<file path="src/rtl/serial_link_pkg.sv">
// Shared definitions for both ends of the shift-register serial link:
// far-end select codes, transmitter state encoding and default word width.
package serial_link_pkg;

   localparam int DATA_WIDTH_DEF = 8;

   localparam logic [1:0] SEL_CLEAR   = 2'b00;
   localparam logic [1:0] SEL_HOLD    = 2'b01;
   localparam logic [1:0] SEL_SHIFT   = 2'b10;
   // Reserved for a left-shifting receiver; never driven by the transmitter.
   localparam logic [1:0] SEL_SHIFT_L = 2'b11;

   typedef enum logic [1:0] {
      IDLE   = 2'd0,
      CLEAR  = 2'd1,
      SHIFT  = 2'd2,
      PARITY = 2'd3
   } tx_state_t;

endpackage

</file>
<file path="src/rtl/serial_transmitter_if.sv">
// Bundle between the word source (master) and the serial transmitter (slave).
// Handshake: a word transfers on a rising edge where load_valid && load_ready; load_ready is only high in IDLE.
interface serial_transmitter_if #(
   parameter int DATA_WIDTH = serial_link_pkg::DATA_WIDTH_DEF
);

   logic [DATA_WIDTH-1:0] load_data;
   logic                  load_valid;
   logic                  load_ready;
   logic                  serial_output;
   logic [1:0]            rx_select;
   logic                  parity_out;
   logic                  busy;
   logic                  done;

   modport master (
      output load_data, load_valid,
      input  load_ready, serial_output, rx_select, parity_out, busy, done
   );

   modport slave (
      input  load_data, load_valid,
      output load_ready, serial_output, rx_select, parity_out, busy, done
   );

endinterface

</file>
<file path="src/rtl/serial_transmitter_bit_timer.sv">
// Bit-period counter: counts 0..BIT_CYCLES-1 and flags the last cycle of each period.
// Holding i_restart keeps the count at 0 so a new period begins when it is released.
module bit_timer #(
   parameter int BIT_CYCLES = 1
) (
   input  logic i_clk,
   input  logic i_rst,
   input  logic i_restart,
   output logic o_tick
);

   localparam int            PW   = (BIT_CYCLES > 1) ? $clog2(BIT_CYCLES) : 1;
   localparam logic [PW-1:0] LAST = PW'(BIT_CYCLES - 1);

   logic [PW-1:0] r_cnt;

   assign o_tick = (r_cnt == LAST);

   always_ff @(posedge i_clk or posedge i_rst) begin
      if (i_rst) begin
         r_cnt <= '0;
      end else if (i_restart || o_tick) begin
         r_cnt <= '0;
      end else begin
         r_cnt <= r_cnt + 1'b1;
      end
   end

endmodule

</file>
<file path="src/rtl/serial_transmitter.sv">
// Parallel-to-serial transmitter: CLEAR, DATA_WIDTH data bits LSB first, then an even-parity bit,
// driving the far-end shift register's select code alongside the serial line.
module serial_transmitter
   import serial_link_pkg::*;
#(
   parameter int DATA_WIDTH = DATA_WIDTH_DEF,
   parameter int BIT_CYCLES = 1
) (
   input  logic                 CLK,
   input  logic                 RST,
   serial_transmitter_if.slave  bus,
   output tx_state_t            o_state
);

   localparam int            BW       = $clog2(DATA_WIDTH + 1);
   localparam logic [BW-1:0] LAST_BIT = BW'(DATA_WIDTH - 1);

   tx_state_t             r_state;
   logic [DATA_WIDTH-1:0] r_shreg;
   logic [BW-1:0]         r_bit_cnt;
   logic                  r_serial;
   logic [1:0]            r_sel;
   logic                  r_parity;
   logic                  r_busy;
   logic                  r_done;
   logic                  r_ready;

   logic                  w_tick;
   logic                  w_restart;
   logic [DATA_WIDTH-1:0] w_shreg_next;

   // State changes only happen on a tick, so the timer only needs pinning while idle.
   assign w_restart    = (r_state == IDLE);
   assign w_shreg_next = r_shreg >> 1;

   bit_timer #(
      .BIT_CYCLES (BIT_CYCLES)
   ) u_bit_timer (
      .i_clk     (CLK),
      .i_rst     (RST),
      .i_restart (w_restart),
      .o_tick    (w_tick)
   );

   always_ff @(posedge CLK or posedge RST) begin
      if (RST) begin
         r_state   <= IDLE;
         r_shreg   <= '0;
         r_bit_cnt <= '0;
         r_serial  <= 1'b1;
         r_sel     <= SEL_HOLD;
         r_parity  <= 1'b0;
         r_busy    <= 1'b0;
         r_done    <= 1'b0;
         r_ready   <= 1'b1;
      end else begin
         r_done <= 1'b0;
         case (r_state)
            IDLE: begin
               if (bus.load_valid && r_ready) begin
                  r_state   <= CLEAR;
                  r_shreg   <= bus.load_data;
                  r_parity  <= ^bus.load_data;
                  r_bit_cnt <= '0;
                  r_sel     <= SEL_CLEAR;
                  r_serial  <= 1'b1;
                  r_busy    <= 1'b1;
                  r_ready   <= 1'b0;
               end
            end
            CLEAR: begin
               if (w_tick) begin
                  r_state  <= SHIFT;
                  r_sel    <= SEL_SHIFT;
                  r_serial <= r_shreg[0];
               end
            end
            SHIFT: begin
               if (w_tick) begin
                  r_shreg   <= w_shreg_next;
                  r_bit_cnt <= r_bit_cnt + 1'b1;
                  if (r_bit_cnt == LAST_BIT) begin
                     r_state  <= PARITY;
                     r_sel    <= SEL_HOLD;
                     r_serial <= r_parity;
                  end else begin
                     r_serial <= w_shreg_next[0];
                  end
               end
            end
            PARITY: begin
               if (w_tick) begin
                  r_state   <= IDLE;
                  r_bit_cnt <= '0;
                  r_sel     <= SEL_HOLD;
                  r_serial  <= 1'b1;
                  r_parity  <= 1'b0;
                  r_busy    <= 1'b0;
                  r_ready   <= 1'b1;
                  r_done    <= 1'b1;
               end
            end
            default: begin
               r_state   <= IDLE;
               r_shreg   <= '0;
               r_bit_cnt <= '0;
               r_sel     <= SEL_HOLD;
               r_serial  <= 1'b1;
               r_parity  <= 1'b0;
               r_busy    <= 1'b0;
               r_ready   <= 1'b1;
            end
         endcase
      end
   end

   assign bus.serial_output = r_serial;
   assign bus.rx_select     = r_sel;
   assign bus.parity_out    = r_parity;
   assign bus.busy          = r_busy;
   assign bus.done          = r_done;
   assign bus.load_ready    = r_ready;
   assign o_state           = r_state;

endmodule

</file>
<file path="src/flat_wrapper.sv">
// flat-port wrapper written by rule: the top's interface ports become plain ports
module serial_transmitter_flat import serial_link_pkg::*;
#(
   parameter int DATA_WIDTH = DATA_WIDTH_DEF,
   parameter int BIT_CYCLES = 1
)
  (CLK, RST, o_state, bus_load_data, bus_load_valid, bus_load_ready, bus_serial_output, bus_rx_select, bus_parity_out, bus_busy, bus_done);
  serial_transmitter_if #(.DATA_WIDTH(DATA_WIDTH)) bus_i ();
  input  logic CLK;
  input  logic RST;
  output tx_state_t o_state;
  input wire logic [$bits(bus_i.load_data)-1:0] bus_load_data;
  input wire logic [$bits(bus_i.load_valid)-1:0] bus_load_valid;
  output wire logic [$bits(bus_i.load_ready)-1:0] bus_load_ready;
  output wire logic [$bits(bus_i.serial_output)-1:0] bus_serial_output;
  output wire logic [$bits(bus_i.rx_select)-1:0] bus_rx_select;
  output wire logic [$bits(bus_i.parity_out)-1:0] bus_parity_out;
  output wire logic [$bits(bus_i.busy)-1:0] bus_busy;
  output wire logic [$bits(bus_i.done)-1:0] bus_done;
  assign bus_i.load_data = bus_load_data;
  assign bus_i.load_valid = bus_load_valid;
  assign bus_load_ready = bus_i.load_ready;
  assign bus_serial_output = bus_i.serial_output;
  assign bus_rx_select = bus_i.rx_select;
  assign bus_parity_out = bus_i.parity_out;
  assign bus_busy = bus_i.busy;
  assign bus_done = bus_i.done;
  serial_transmitter #(.DATA_WIDTH(DATA_WIDTH), .BIT_CYCLES(BIT_CYCLES)) u_core (.CLK(CLK), .RST(RST), .bus(bus_i), .o_state(o_state));
endmodule
</file>
<file path="config.mk">
export PLATFORM = sky130hd
export DESIGN_NAME = serial_transmitter_flat
export DESIGN_NICKNAME = d
export VERILOG_FILES = /design/src/rtl/serial_link_pkg.sv /design/src/rtl/serial_transmitter_if.sv /design/src/rtl/serial_transmitter_bit_timer.sv /design/src/rtl/serial_transmitter.sv /design/src/flat_wrapper.sv
export SDC_FILE = /design/constraint.sdc
export NUM_CORES = 1
export LEC_CHECK = 0
export BUFFER_PORTS_ARGS = -buffer_cell sky130_fd_sc_hd__buf_2
export CAP_MARGIN = 40
export CORE_ASPECT_RATIO = 0.6
export CORE_MARGIN = 2
export CORE_UTILIZATION = 45
export CTS_CLUSTER_SIZE = 24
export DETAILED_ROUTE_END_ITERATION = 10
export PLACE_DENSITY = 0.67
export RECOVER_POWER = 50
export SLEW_MARGIN = 20
export SYNTH_ARGS = -nofsm -noshare
export SYNTH_HDL_FRONTEND = slang
export SYNTH_HIERARCHICAL = 1
export SYNTH_SLANG_ARGS = --single-unit
</file>
<file path="constraint.sdc">
create_clock -name CLK -period 4.8 [get_ports CLK]
set_input_delay 0 -clock CLK [delete_from_list [all_inputs] [get_ports CLK]]
set_output_delay 0 -clock CLK [all_outputs]
set_load 0.01 [all_outputs]
</file>
# Word-level counts from Yosys, hierarchy flattened
# Index checks and enable logic that the tools add are counted.
classes:
  n_div: 0
  n_mul: 0
  shifts: 0
  n_addsub: 2
  mux: 33
  order_cmp: 0
  n_eq_ne: 9
  bitwise_logic: 1
  n_reduce_logical: 12
ops:
  columns: ["op", "count"]
  rows:
  - ["2-bit two-way mux", 9]
  - ["8-bit two-way mux", 2]
  - ["2-bit one-hot mux with 4 select lines", 2]
  - ["8-bit one-hot mux with 2 select lines", 1]
  - ["4-bit two-way mux", 3]
  - ["4-bit one-hot mux with 3 select lines", 1]
  - ["1-bit two-way mux", 11]
  - ["4-bit AND reduction", 2]
  - ["8-bit XOR reduction", 1]
  - ["2-bit inequality test (second input constant)", 3]
  - ["1-bit one-hot mux with 2 select lines", 3]
  - ["3-bit AND reduction", 2]
  - ["5-bit AND reduction", 1]
  - ["4-bit by 1-bit adder with 4-bit output (second input constant)", 1]
  - ["2-bit equality test (second input constant)", 2]
  - ["4-bit by 3-bit equality test with 1-bit output (second input constant)", 1]
  - ["2-bit by 1-bit inequality test with 1-bit output (second input constant)", 2]
  - ["1-bit one-hot mux with 4 select lines", 1]
  - ["2-bit nonzero test", 2]
  - ["3-bit nonzero test", 1]
  - ["2-bit by 1-bit equality test with 1-bit output (second input constant)", 1]
  - ["2-bit logical NOT", 1]
  - ["1-bit adder (second input constant)", 1]
  - ["1-bit logical AND", 1]
  - ["other kinds (2)", 2]
totals:
  memories: 0
  romBits: 0
  output_inout_bits: 9
  mem_bits_rw: 0
  reg_bits: 22
  inputBits: 11
  wordCells: 67
  latchBits: 0

# Logic depth before layout (Yosys ltp)
# Gate-level depths: netlist of the first run.
depth:
  ltp_word: 4
  mapped_depth: 8
  depth_no_buf: 6

# By module
# Netlist of the first run, hierarchy kept.
by_module_without_submodules:
  columns: ["mod", "seq_area_each_um2", "instances", "cells_per_inst", "area_per_inst_um2"]
  rows:
  - ["serial_transmitter", 529.3, 1, 110, 1199.9]
  - ["bit_timer", 25.0, 1, 4, 36.3]

# Least setup slack after synthesis of the first run
# Ideal clock, no wire load.
synth_path:
  kind: "reg-to-reg"
  start: "register u_core.r_state[0] (netlist: u_core/o_state[0])"
  end: "register u_core.r_state[1] (netlist: u_core/o_state[1])"
  required_ps: 4675
  setup_ps: 125
  setup_slack_ps: 2993
  period_less_slack_ps: 1807
  n_path_buf: 0
  arrival_ps: 1682
  stages_incl_launch_ff: 7
  cell_sequence: "dfrtp_1 -> inv_1 -> ha_1 -> a21boi_4 -> nand3b_4 -> a21oi_2 -> mux2_4"
synth_via:
  elab_chain_len: 3
  word_cells_on_any_way: 11
  classes_between: "8 x eq/ne; 1 x mux; 2 x reduce/logical"
synth_rtl:
  columns: ["item", "line_no", "rtl"]
  rows:
  - ["start: declaration", "serial_transmitter.sv:18", "tx_state_t r_state;"]
  - ["start signal: assignment", "serial_transmitter.sv:47", "r_state <= IDLE;"]
  - ["start signal: assignment", "serial_transmitter.sv:61", "r_state <= CLEAR;"]
  - ["start signal: assignment", "serial_transmitter.sv:73", "r_state <= SHIFT;"]
  - ["2-bit logical NOT (*)", null, null]
  - ["via u_core.w_restart", "serial_transmitter.sv:29", "logic w_restart;"]
  - ["2-bit by 1-bit inequality test with 1-bit output (no line)", null, null]
  - ["5-bit AND reduction (no line)", null, null]
# Mark *: on every way through the listed nets, which the timed path passes. The rest lies on a longest branch.
# A chain may end at the register's enable or synchronous reset.

# Final worst setup path of the first run
layout_path:
  start: "register u_core.r_state[0] (netlist: u_core/o_state[0])"
  end: "register u_core.r_sel[1] (netlist: u_core/bus.rx_select[1])"
layout_via:
  elab_chain_len: 3
  word_cells_on_any_way: 11
  classes_between: "8 x eq/ne; 1 x mux; 2 x reduce/logical"
layout_rtl:
  columns: ["item", "line_no", "rtl"]
  rows:
  - ["2-bit equality test (tied with other cells)", "serial_transmitter.sv:58", "case (r_state)"]
  - ["2-bit by 1-bit inequality test with 1-bit output (no line) or 2-bit inequality test (tied branches)", null, null]
  - ["5-bit AND reduction (no line)", null, null]
  - ["end signal: assignment", "serial_transmitter.sv:51", "r_sel <= SEL_HOLD;"]
  - ["end signal: assignment", "serial_transmitter.sv:65", "r_sel <= SEL_CLEAR;"]
  - ["end signal: assignment", "serial_transmitter.sv:74", "r_sel <= SEL_SHIFT;"]
  - ["end: declaration", "serial_transmitter.sv:22", "logic [1:0] r_sel;"]
# Parallel ways exist; a longest one is shown, timed or not.

==> run metrics, run 1 <==
detailed-placement wirelength estimate=1.78 mm; number of maximum-capacitance violations=0; number of warnings printed during yosys synthesis=6; largest vdd supply drop=0.000152 V; maximum fanout encountered on the critical timing path=11; number of placement rows=14; count of state elements after synthesis=22; Tot GR Track Use=17.1%; I/O pin count=20; max-slew violation count=0; Power Dens Cells=239 nW/um^2; Routed WL per cell=14.1 microns; sequential-to-total area share from yosys stat=44.8%; overflow left after global routing=0; starting DRC count in detailed routing=44; Root Buffer Master=sky130_fd_sc_hd__clkbuf_8; WP data arrival=2.26 ns; FILL cells=234; n_diodes=0; CP Data Required Time=4.96 ns; RD Place Congestion=0.811; Hold Path Stages=3; status=finished, final reports clean; total non-filler cell area in the finished layout=1410 sq um; RSZ-0062 raised after global routing=no; total negative slack=0 ns; via count normalized by instance count=5.10; number of gates on the worst path with buffers counted=6; instance area after placement=1350 sq um; highest clock frequency the design can meet=476 MHz; Min Clock Period, post-route=2.10 ns; Clock Skews=0.00919 ns; fraction of synthesized cell area taken by the top area cell type=38.5%; Reg clk slew, reported paths=0.08 ns; type of the worst setup path=reg -> reg; sum of buffers and inverters on the critical path=1; Leak Pwr=0.000626 uW; antenna violations before repair=0; horizontal extent of the die=71.7 microns; most used cells in the layout excluding fill and tap cells=sky130_fd_sc_hd__dfrtp_1, sky130_fd_sc_hd__buf_2, sky130_fd_sc_hd__nor2_1; number of nets in the final layout=157; sum of routed wire length over all layers=2.39 mm; relative area change from synthesis to final layout=13.7%; number of H-tree levels=1; area inside the core boundary=2560 sq um; depth of the worst register-to-register path=6; worst stage delay on the critical path=0.45 ns; headroom to the max-slew limit=54.6%; total setup violations reported at the end of the flow=0; floorplan die area=3200 sq um; clock sink count=22; TritonCTS buffer count=3; count of different cell masters after synthesis=29; DR vias=862; Detail Route Antenna Nets=0; cell with the biggest individual delay on the critical path=sky130_fd_sc_hd__dfrtp_1; wire length of the first global-routing pass=3.88 mm; number of port buffers=19; clock tree from TritonCTS=built; kind of cell with the highest combined delay on the critical path=compound AO/OA/AOI/OAI gates; Initial Util=48.3%; nets in the synthesized netlist=133; cell type with the highest aggregate area in the netlist=sky130_fd_sc_hd__dfrtp_1; number of hold violations in the final report=0; maximum root-to-sink buffer count=2; critical path launch point type=register; number of search-and-repair iterations in the first detailed-routing pass=4; vias in the first global route=806; die height=44.6 microns; Post-Syn Instances=114; slew at the pin with the worst max-slew slack=0.681 ns; Worst Setup End Kind=register; number of design rule violations left after detail routing=0; cell area after synthesis=1240 sq um; most frequent standard cell in the layout excluding fill and tap cells=sky130_fd_sc_hd__dfrtp_1; clock latency at the later pin of the worst-skew pair=0.27 ns; layout cell share with drive strength beyond 1=22.6%; worst min-delay path category=in -> reg; final worst path period share=43.8%; largest net degree at the start of global routing=22; syn avg cell area=10.8 sq um; series of cell instances along the critical path=inv_1, ha_1, o21bai_2, nand3b_4, a21oi_2, mux2_4; top cells by area, synth=sky130_fd_sc_hd__dfrtp_1, sky130_fd_sc_hd__ha_1, sky130_fd_sc_hd__mux2i_1, sky130_fd_sc_hd__dfstp_2, sky130_fd_sc_hd__xnor2_1; PostCTS Resize Cnt=0
==> cell type report <==
| class | instances | area [sq um] | area share, % |
|---|---|---|---|
| Multi-Input combinational cell | 82 | 633 | 45.1 |
| Sequential cell | 22 | 554 | 39.4 |
| Timing Repair Buffer | 21 | 103 | 7.30 |
| Clock buffer | 4 | 45.0 | 3.21 |
| Tap cell | 32 | 40.0 | 2.85 |
| Inverter | 8 | 30.0 | 2.14 |
==> sequential cells by signal (all words and copies together) (netlist names), 2 cells and up <==
name / flops
u_core/bus.rx_select: 2
u_core/r_shreg: 8
u_core/o_state: 2
u_core/r_bit_cnt: 4
==> worst paths after layout <==
path	from	end	slack, ns
hold / removal	bus_load_data[7]	u_core/r_shreg[7]	0.004
hold reg to reg	u_core/bus.serial_output	u_core/bus.serial_output	0.49
setup reg to reg	u_core/o_state[0]	u_core/bus.rx_select[1]	2.70
setup / recovery	u_core/o_state[0]	u_core/bus.rx_select[1]	2.70
max in group asynchronous	RST	u_core/r_shreg[5]	3.62
min in group asynchronous	RST	u_core/u_bit_timer/r_cnt	0.09
==> through the flow <==
step / hold slack (ns) / power [uW] / std cells / worst slack, ns / utilization (%)
floorplan: -0.271 / 211 / 114 / 2.99 / -
global placement: -0.158 / 220 / 163 / 2.83 / 52.9
detailed placement: -0.154 / 221 / 163 / 2.74 / 52.9
CTS: 0.0000102 / 340 / 168 / 2.71 / 55.0
global route: 0.0139 / 357 / 169 / 2.53 / 54.9
finish: 0.00376 / 335 / 169 / 2.70 / 54.9
==> what timing repair did <==
action | 4_1_cts | 5_1_grt
buffers inserted | 0 | 0
hold buffers | 1 | 0
endpoints found under the hold margin | 19 | 0
==> metal layers <==
layer	part of all wire [%]	routed length, microns	GRT usage, %	vias up
li1	-	-	-	433
met1	56	1330	25.0	405
met5	0	0	0	-
met4	1.4	34	6.79	0
met3	4.5	108	5.47	4
met2	38	912	23.5	20
==> report_power, final <==
| group | internal, uW | switching, uW | total [uW] | leakage, uW |
|---|---|---|---|---|
| Sequential | 189 | 1.82 | 191 | 0.000273 |
| Clock | 59.2 | 58.1 | 117 | 0.0000228 |
| Combinational | 13.2 | 14.3 | 27.5 | 0.000330 |
| Total | 261 | 74.1 | 335 | 0.000626 |
==> kinds of logic after synthesis <==
kind of cell	after synthesis	synth area share, %
adder cells (fa/ha/maj)	8	8.10
flip-flops	22	44.8
multiplexers	14	12.8
other	1	0.303
AO/OA/AOI/OAI	22	11.9
buffers and inverters	10	3.95
XOR/XNOR	7	4.96
AND/OR/NAND/NOR	30	13.2
==> cell usage after synthesis <==
| cell | instances |
|---|---|
| sky130_fd_sc_hd__o32a_1 | 1 |
| sky130_fd_sc_hd__o2bb2ai_1 | 1 |
| sky130_fd_sc_hd__nand2_1 | 8 |
| sky130_fd_sc_hd__conb_1 | 1 |
| sky130_fd_sc_hd__buf_6 | 1 |
| sky130_fd_sc_hd__xnor2_1 | 7 |
| sky130_fd_sc_hd__nand3_1 | 3 |
| sky130_fd_sc_hd__ha_1 | 8 |
| sky130_fd_sc_hd__dfstp_2 | 3 |
| sky130_fd_sc_hd__o21ai_0 | 7 |
| sky130_fd_sc_hd__mux2i_1 | 9 |
| sky130_fd_sc_hd__dfrtp_1 | 19 |
| sky130_fd_sc_hd__mux2_4 | 3 |
| sky130_fd_sc_hd__and2_1 | 1 |
| sky130_fd_sc_hd__buf_4 | 1 |
| sky130_fd_sc_hd__nor3b_2 | 1 |
| sky130_fd_sc_hd__nand4_1 | 1 |
| sky130_fd_sc_hd__inv_1 | 8 |
| sky130_fd_sc_hd__nor2_4 | 1 |
| sky130_fd_sc_hd__nand3b_4 | 1 |
| sky130_fd_sc_hd__a21oi_1 | 9 |
| sky130_fd_sc_hd__mux2_2 | 2 |
| sky130_fd_sc_hd__nor2_1 | 11 |
| sky130_fd_sc_hd__a21oi_2 | 1 |
| sky130_fd_sc_hd__a21boi_4 | 1 |
| sky130_fd_sc_hd__nand2b_1 | 2 |
| sky130_fd_sc_hd__o21bai_2 | 1 |
| sky130_fd_sc_hd__nand3b_1 | 1 |
| sky130_fd_sc_hd__a32o_1 | 1 |
==> worst reg2reg max path: cells and delay by family, from the launching register on <==
family                     cells  cell delay [ns]
AOI/OAI and AO/OA              2             0.53
adders and majority gates      1             0.43
buffers and inverters          1             0.13
DFF                            1             0.45
muxes                          1             0.33
and+or+nand+nor                1             0.12
Power figures use the tool's default switching activity.
==> run 2: changes to the inputs <==
--- a/config.mk
+++ b/config.mk
@@ -12,7 +12,7 @@
 export CORE_UTILIZATION = 45
 export CTS_CLUSTER_SIZE = 24
 export DETAILED_ROUTE_END_ITERATION = 10
-export PLACE_DENSITY = 0.67
+export PLACE_DENSITY = 0.69
 export RECOVER_POWER = 50
 export SLEW_MARGIN = 20
 export SYNTH_ARGS = -nofsm -noshare
==> constraint.sdc (replaced) <==
create_clock -name CLK -period 1.8 [get_ports CLK]
set_input_delay 0 -clock CLK [delete_from_list [all_inputs] [get_ports CLK]]
set_output_delay 0 -clock CLK [all_outputs]
set_load 0.01 [all_outputs]
==> run 2 against run 1 <==
  * Sequential share of layout area decreased by 2.5 points
  * Clock skew decreased by 0.0068 ns
  * Combinational power increased to 2.6 times the previous value
  * Total power increased to 2.8 times the previous value
  * Clock power increased to 3.0 times the previous value
  * Final cell count increased by 4.7%
  * Via count increased by 2.7%
  * Global-route usage decreased by 0.11 points
  * Critical path depth decreased by 1
  * Die area unchanged
  * Register-to-register slack got worse by 2.6 ns
  * Critical endpoint is now u_core/o_state[1]
  * Largest power group unchanged
  * Highest routed layer is now met3
==> run metrics, run 2 (synthesized netlist as in run 1, its figures left out) <==
status=finished, final reports clean (unchanged); RSZ-0062 raised after global routing=no (unchanged); die height=44.6 microns (unchanged); maximum root-to-sink buffer count=2 (unchanged); Tot GR Track Use=17.0% (was 17.1%); DR vias=885 (was 862); number of port buffers=19 (unchanged); type of the worst setup path=reg -> reg (unchanged); depth of the worst register-to-register path=5 (was 6); WP data arrival=1.87 ns (was 2.26 ns); total negative slack=0 ns (unchanged); horizontal extent of the die=71.7 microns (unchanged); most flop-heavy register=u_core/r_shreg (unchanged); overflow left after global routing=0 (unchanged); Routed WL per cell=14.1 microns (about the same); fin util=58.9% (was 54.9%); number of instances in the placed design=168 (was 163); RD Place Congestion=0.883 (was 0.811); clock tree from TritonCTS=built (unchanged); starting DRC count in detailed routing=57 (was 44); clock sink count=22 (unchanged); largest net degree at the start of global routing=22 (unchanged); Largest register FFs=8 (unchanged); number of nets in the final layout=165 (was 157); multi-input gate area in the final layout=649 sq um (was 633 sq um); vias in the first global route=853 (was 806); most frequent standard cell in the layout excluding fill and tap cells=sky130_fd_sc_hd__dfrtp_1 (unchanged); Power Dens Cells=615 nW/um^2 (was 239 nW/um^2); flip-flop and latch area=556 sq um (was 554 sq um); wire length of the first global-routing pass=4.00 mm (was 3.88 mm); slew at the pin with the worst max-slew slack=1.02 ns (was 0.681 ns); critical path launch point type=register (unchanged); number of maximum-capacitance violations=0 (unchanged); detailed-placement wirelength estimate=1.87 mm (was 1.78 mm); I/O pin count=20 (unchanged); number of non-filler instances in the completed layout=177 (was 169); floorplan die area=3200 sq um (unchanged); Worst Hold Slack=0.0184 ns (was 0.00376 ns); sum of routed wire length over all layers=2.49 mm (was 2.39 mm); via count normalized by instance count=5.00 (was 5.10); maximum fanout encountered on the critical timing path=6 (was 11); area inside the core boundary=2560 sq um (unchanged); TritonCTS buffer count=3 (unchanged); highest clock frequency the design can meet=581 MHz (was 476 MHz); Hold Path Stages=3 (unchanged); n_diodes=0 (unchanged); number of H-tree levels=1 (unchanged); number of design rule violations left after detail routing=0 (unchanged); headroom to the max-slew limit=31.8% (was 54.6%); number of search-and-repair iterations in the first detailed-routing pass=4 (unchanged); Worst Setup End Kind=register (unchanged); CP Data Required Time=1.94 ns (was 4.96 ns); Initial Util=48.3% (unchanged); max-slew violation count=0 (unchanged); Detail Route Antenna Nets=0 (unchanged); antenna violations before repair=0 (unchanged); largest vdd supply drop=0.000446 V (was 0.000152 V); Root Buffer Master=sky130_fd_sc_hd__clkbuf_8 (unchanged); final worst path period share=95.6% (was 43.8%); Leak Pwr=0.000678 uW (was 0.000626 uW); number of placement rows=14 (unchanged); registers with the most flip-flops=u_core/r_shreg: 8 flops, u_core/r_bit_cnt: 4 flops (unchanged); Reg clk slew, reported paths=0.08 ns (about the same); Min Clock Period, post-route=1.72 ns (was 2.10 ns); most used cells in the layout excluding fill and tap cells=sky130_fd_sc_hd__dfrtp_1, sky130_fd_sc_hd__buf_2, sky130_fd_sc_hd__nor2_1 (unchanged); Clock Skews=0.00234 ns (was 0.00919 ns); total non-filler cell area in the finished layout=1510 sq um (was 1410 sq um); relative area change from synthesis to final layout=21.8% (was 13.7%); number of hold violations in the final report=0 (unchanged); clock latency at the later pin of the worst-skew pair=0.26 ns (was 0.27 ns); worst min-delay path category=in -> reg (unchanged); FILL cells=223 (was 234); layout cell share with drive strength beyond 1=30.3% (was 22.6%); total setup violations reported at the end of the flow=0 (unchanged); instance area after placement=1400 sq um (was 1350 sq um)
[run 2: worst paths after layout]
kind	start	endpoint	slack (ns)
worst min-delay path	bus_load_data[7]	u_core/r_shreg[7]	0.02
min in group asynchronous	RST	u_core/u_bit_timer/r_cnt	0.11
max in group asynchronous	RST	u_core/o_state[1]	0.44
worst min register to register	u_core/bus.serial_output	u_core/bus.serial_output	0.49
worst max register to register	u_core/o_state[1]	u_core/o_state[1]	0.08
worst max-delay path	u_core/o_state[1]	u_core/o_state[1]	0.08
[run 2: layer usage]
layer,global-route usage [%],part of all wire (%),vias to the layer above
met3,5.69,5.5,0
met4,3.40,0,0
li1,-,-,447
met1,23.5,49,419
met2,26.5,46,19
met5,0,0,-
[run 2: layout make-up]
cell class / count / share of cell area, %
Inverter: 8 / 2.00
Tap cell: 32 / 2.66
Sequential cell: 22 / 36.9
Timing Repair Buffer: 29 / 11.6
Multi-Input combinational cell: 82 / 43.1
Clock buffer: 4 / 3.66
[run 2: critical path: stages, from the launching register on]
cell	delay [ns]
sky130_fd_sc_hd__dfrtp_2	0.45
sky130_fd_sc_hd__ha_1	0.27
sky130_fd_sc_hd__o21bai_2	0.24
sky130_fd_sc_hd__nand3b_4	0.13
sky130_fd_sc_hd__a21oi_4	0.20
sky130_fd_sc_hd__mux2_4	0.32
[run 2: timing repair]
action                                  4_1_cts  5_1_grt
setup buffers                                 0        3
hold buffers                                  1        0
endpoints found under the setup margin        0        7
endpoints found under the hold margin        19        0
gates resized for setup                       0        5
[run 2: per-stage QoR]
| step | total power [uW] | worst slack (ns) |
|---|---|---|
| after floorplan | 563 | 0.0349 |
| after global placement | 587 | 0.0842 |
| after detailed placement | 590 | 0.0311 |
| after CTS | 942 | 0.0109 |
| after global routing | 980 | 0.00495 |
| final | 926 | 0.0784 |
[run 2: report_power, final]
group          internal (uW)  switching [uW]  total [uW]
clock                    195             151         346
combinational           35.2            36.7        72.0
sequential               503            5.14         508
total                    733             193         926
==> run 3: changes to the inputs <==
--- a/config.mk
+++ b/config.mk
@@ -5,14 +5,14 @@
 export SDC_FILE = /design/constraint.sdc
 export NUM_CORES = 1
 export LEC_CHECK = 0
-export BUFFER_PORTS_ARGS = -buffer_cell sky130_fd_sc_hd__buf_2
 export CAP_MARGIN = 40
 export CORE_ASPECT_RATIO = 0.6
 export CORE_MARGIN = 2
 export CORE_UTILIZATION = 45
 export CTS_CLUSTER_SIZE = 24
 export DETAILED_ROUTE_END_ITERATION = 10
-export PLACE_DENSITY = 0.69
+export DONT_BUFFER_PORTS = 1
+export PLACE_DENSITY = 0.63
 export RECOVER_POWER = 50
 export SLEW_MARGIN = 20
 export SYNTH_ARGS = -nofsm -noshare
==> run 3 against run 2 <==
  * Worst hold slack gained 0.010 ns
  * Total power grew 1.0%
  * Clock skew grew 0.0017 ns
  * Critical path type unchanged
  * Largest power group unchanged
  * Highest routed layer is now met4
==> run metrics, run 3 (synthesized netlist as in run 1, its figures left out) <==
area inside the core boundary=2560 sq um (unchanged); n_diodes=0 (unchanged); Detail Route Antenna Nets=0 (unchanged); largest vdd supply drop=0.000367 V (was 0.000446 V); number of design rule violations left after detail routing=0 (unchanged); registers with the most flip-flops=u_core/r_shreg: 8 flops, u_core/r_bit_cnt: 4 flops (unchanged); critical path launch point type=register (unchanged); clock tree from TritonCTS=built (unchanged); overflow left after global routing=0 (unchanged); slew at the pin with the worst max-slew slack=0.954 ns (was 1.02 ns); Internal Pwr Total=740 uW (was 733 uW); antenna violations before repair=0 (unchanged); horizontal extent of the die=71.7 microns (unchanged); CP Data Required Time=1.95 ns (was 1.94 ns); clock latency at the later pin of the worst-skew pair=0.26 ns (about the same); die height=44.6 microns (unchanged); layout cell share with drive strength beyond 1=21.3% (was 30.3%); number of nets in the final layout=156 (was 165); number of placement rows=14 (unchanged); starting DRC count in detailed routing=22 (was 57); max-slew violation count=0 (unchanged); Reg clk slew, reported paths=0.08 ns (about the same); Largest register FFs=8 (unchanged); maximum root-to-sink buffer count=2 (unchanged); power share of the clock group=37.8% (was 37.3%); TritonCTS buffer count=3 (unchanged); total setup violations reported at the end of the flow=0 (unchanged); wire length of the first global-routing pass=4.08 mm (was 4.00 mm); most frequent standard cell in the layout excluding fill and tap cells=sky130_fd_sc_hd__dfrtp_1 (unchanged); Root Buffer Master=sky130_fd_sc_hd__clkbuf_8 (unchanged); total negative slack=0 ns (unchanged); relative area change from synthesis to final layout=22.5% (was 21.8%); highest clock frequency the design can meet=589 MHz (was 581 MHz); switching power as a share of total power=21.0% (was 20.9%); number of H-tree levels=1 (unchanged); type of the worst setup path=reg -> reg (unchanged); sequential power share=54.3% (was 54.9%); final worst path period share=94.4% (was 95.6%); number of hold violations in the final report=0 (unchanged); via count normalized by instance count=5.05 (was 5.00); number of maximum-capacitance violations=0 (unchanged); worst-case register-to-register setup slack=0.10 ns (was 0.08 ns); most flop-heavy register=u_core/r_shreg (unchanged); clock sink count=22 (unchanged); number of port buffers=0 (was 19); number of search-and-repair iterations in the first detailed-routing pass=4 (unchanged); Worst R2R Start=u_core/o_state[0] (was u_core/o_state[1]); floorplan die area=3200 sq um (unchanged); most used cells in the layout excluding fill and tap cells=sky130_fd_sc_hd__dfrtp_1, sky130_fd_sc_hd__nor2_1, sky130_fd_sc_hd__dlygate4sd3_1 (was sky130_fd_sc_hd__dfrtp_1, sky130_fd_sc_hd__buf_2, sky130_fd_sc_hd__nor2_1); net load switching power=196 uW (was 193 uW); status=finished, final reports clean (unchanged); share of power burned in combinational logic=7.9% (was 7.8%); vias in the first global route=837 (was 853); Worst Setup End Kind=register (unchanged); largest net degree at the start of global routing=19 (was 22); Tot GR Track Use=17.7% (was 17.0%); Initial Util=48.3% (unchanged); worst min-delay path category=in -> async (was in -> reg); sum of routed wire length over all layers=2.47 mm (was 2.49 mm); DR vias=849 (was 885); WP data arrival=1.85 ns (was 1.87 ns); Leak Pwr=0.000645 uW (was 0.000678 uW); Clock Skews=0.00400 ns (was 0.00234 ns); I/O pin count=20 (unchanged); RD Place Congestion=0.704 (was 0.883); endpoint of the worst-slack reg-to-reg timing path=u_core/bus.rx_select[1] (was u_core/o_state[1]); headroom to the max-slew limit=36.4% (was 31.8%); detailed-placement wirelength estimate=1.78 mm (was 1.87 mm); depth of the worst register-to-register path=6 (was 5); Power Dens Cells=618 nW/um^2 (was 615 nW/um^2); RSZ-0062 raised after global routing=no (unchanged); Routed WL per cell=14.7 microns (was 14.1 microns); Min Clock Period, post-route=1.70 ns (was 1.72 ns); maximum fanout encountered on the critical timing path=4 (was 6); Worst Hold Slack=0.0289 ns (was 0.0184 ns)
## run 3: cell types whose count changed in the layout (fill, tap and decap cells not counted), sizes merged
cell / delta
buf: -13
clkbuf: -5
dlygate4sd3: +9
## run 3: cell type report
| type | count | area (sq um) |
|---|---|---|
| inverter | 8 | 30.0 |
| multi-input combinational | 82 | 659 |
| tap | 32 | 40.0 |
| clock buffer | 4 | 55.1 |
| fill | 213 | 1040 |
| sequential | 22 | 554 |
| timing repair buffer | 20 | 175 |
## run 3: per-stage QoR
step	power [uW]	util [%]	std cells	setup WS, ns	instance area, sq um
after floorplan	563	-	114	0.0349	1240
after global placement	573	51.5	151	0.0920	1320
after detailed placement	581	52.6	152	0.0634	1350
after CTS	949	58.7	166	0.0499	1500
after global routing	983	59.2	168	0.0126	1510
final	936	59.2	168	0.102	1510
## run 3: metal layers
layer | routed length [microns] | track usage (%) | share of wire (%)
met2 | 1020 | 24.4 | 41
met5 | 0 | 0 | 0
met4 | 20 | 5.66 | 0.81
met3 | 152 | 7.97 | 6.1
met1 | 1280 | 24.8 | 52
## run 3: worst max path at each step
| stage | start | endpoint | slack, ns |
|---|---|---|---|
| after floorplan | u_core/o_state[0] | u_core/bus.rx_select[1] | 0.03 |
| after global placement | u_core/o_state[0] | u_core/r_bit_cnt[0] | 0.09 |
| after detailed placement | u_core/o_state[0] | u_core/bus.rx_select[1] | 0.06 |
| after CTS | u_core/o_state[0] | u_core/bus.rx_select[1] | 0.05 |
| after global routing | u_core/o_state[0] | u_core/bus.rx_select[1] | 0.01 |
| final | u_core/o_state[0] | u_core/bus.rx_select[1] | 0.10 |
## run 3: worst max-delay path, cell delays in order, from the launching register on
cell and delay [ns]:
sky130_fd_sc_hd__dfrtp_1 0.38, sky130_fd_sc_hd__inv_1 0.11, sky130_fd_sc_hd__ha_1 0.23, sky130_fd_sc_hd__a21boi_4 0.16, sky130_fd_sc_hd__nand3b_4 0.19, sky130_fd_sc_hd__a21oi_4 0.20
sky130_fd_sc_hd__mux2_4 0.32
## run 3: timing repair
item                                    in CTS  in global routing
endpoints found under the setup margin       0                  8
buffers inserted                             0                  2
hold endpoints to repair                    32                  0
hold buffers                                10                  0
resized for setup                            0                  5
## run 3: power by group through the flow
stage / Combinational [uW] / Clock (uW) / Sequential (uW)
after floorplan: 46.9 / 0 / 516
after global placement: 55.3 / 0 / 517
after detailed placement: 63.0 / 0 / 518
after CTS: 80.9 / 360 / 508
after global routing: 84.6 / 389 / 510
final: 74.0 / 354 / 508
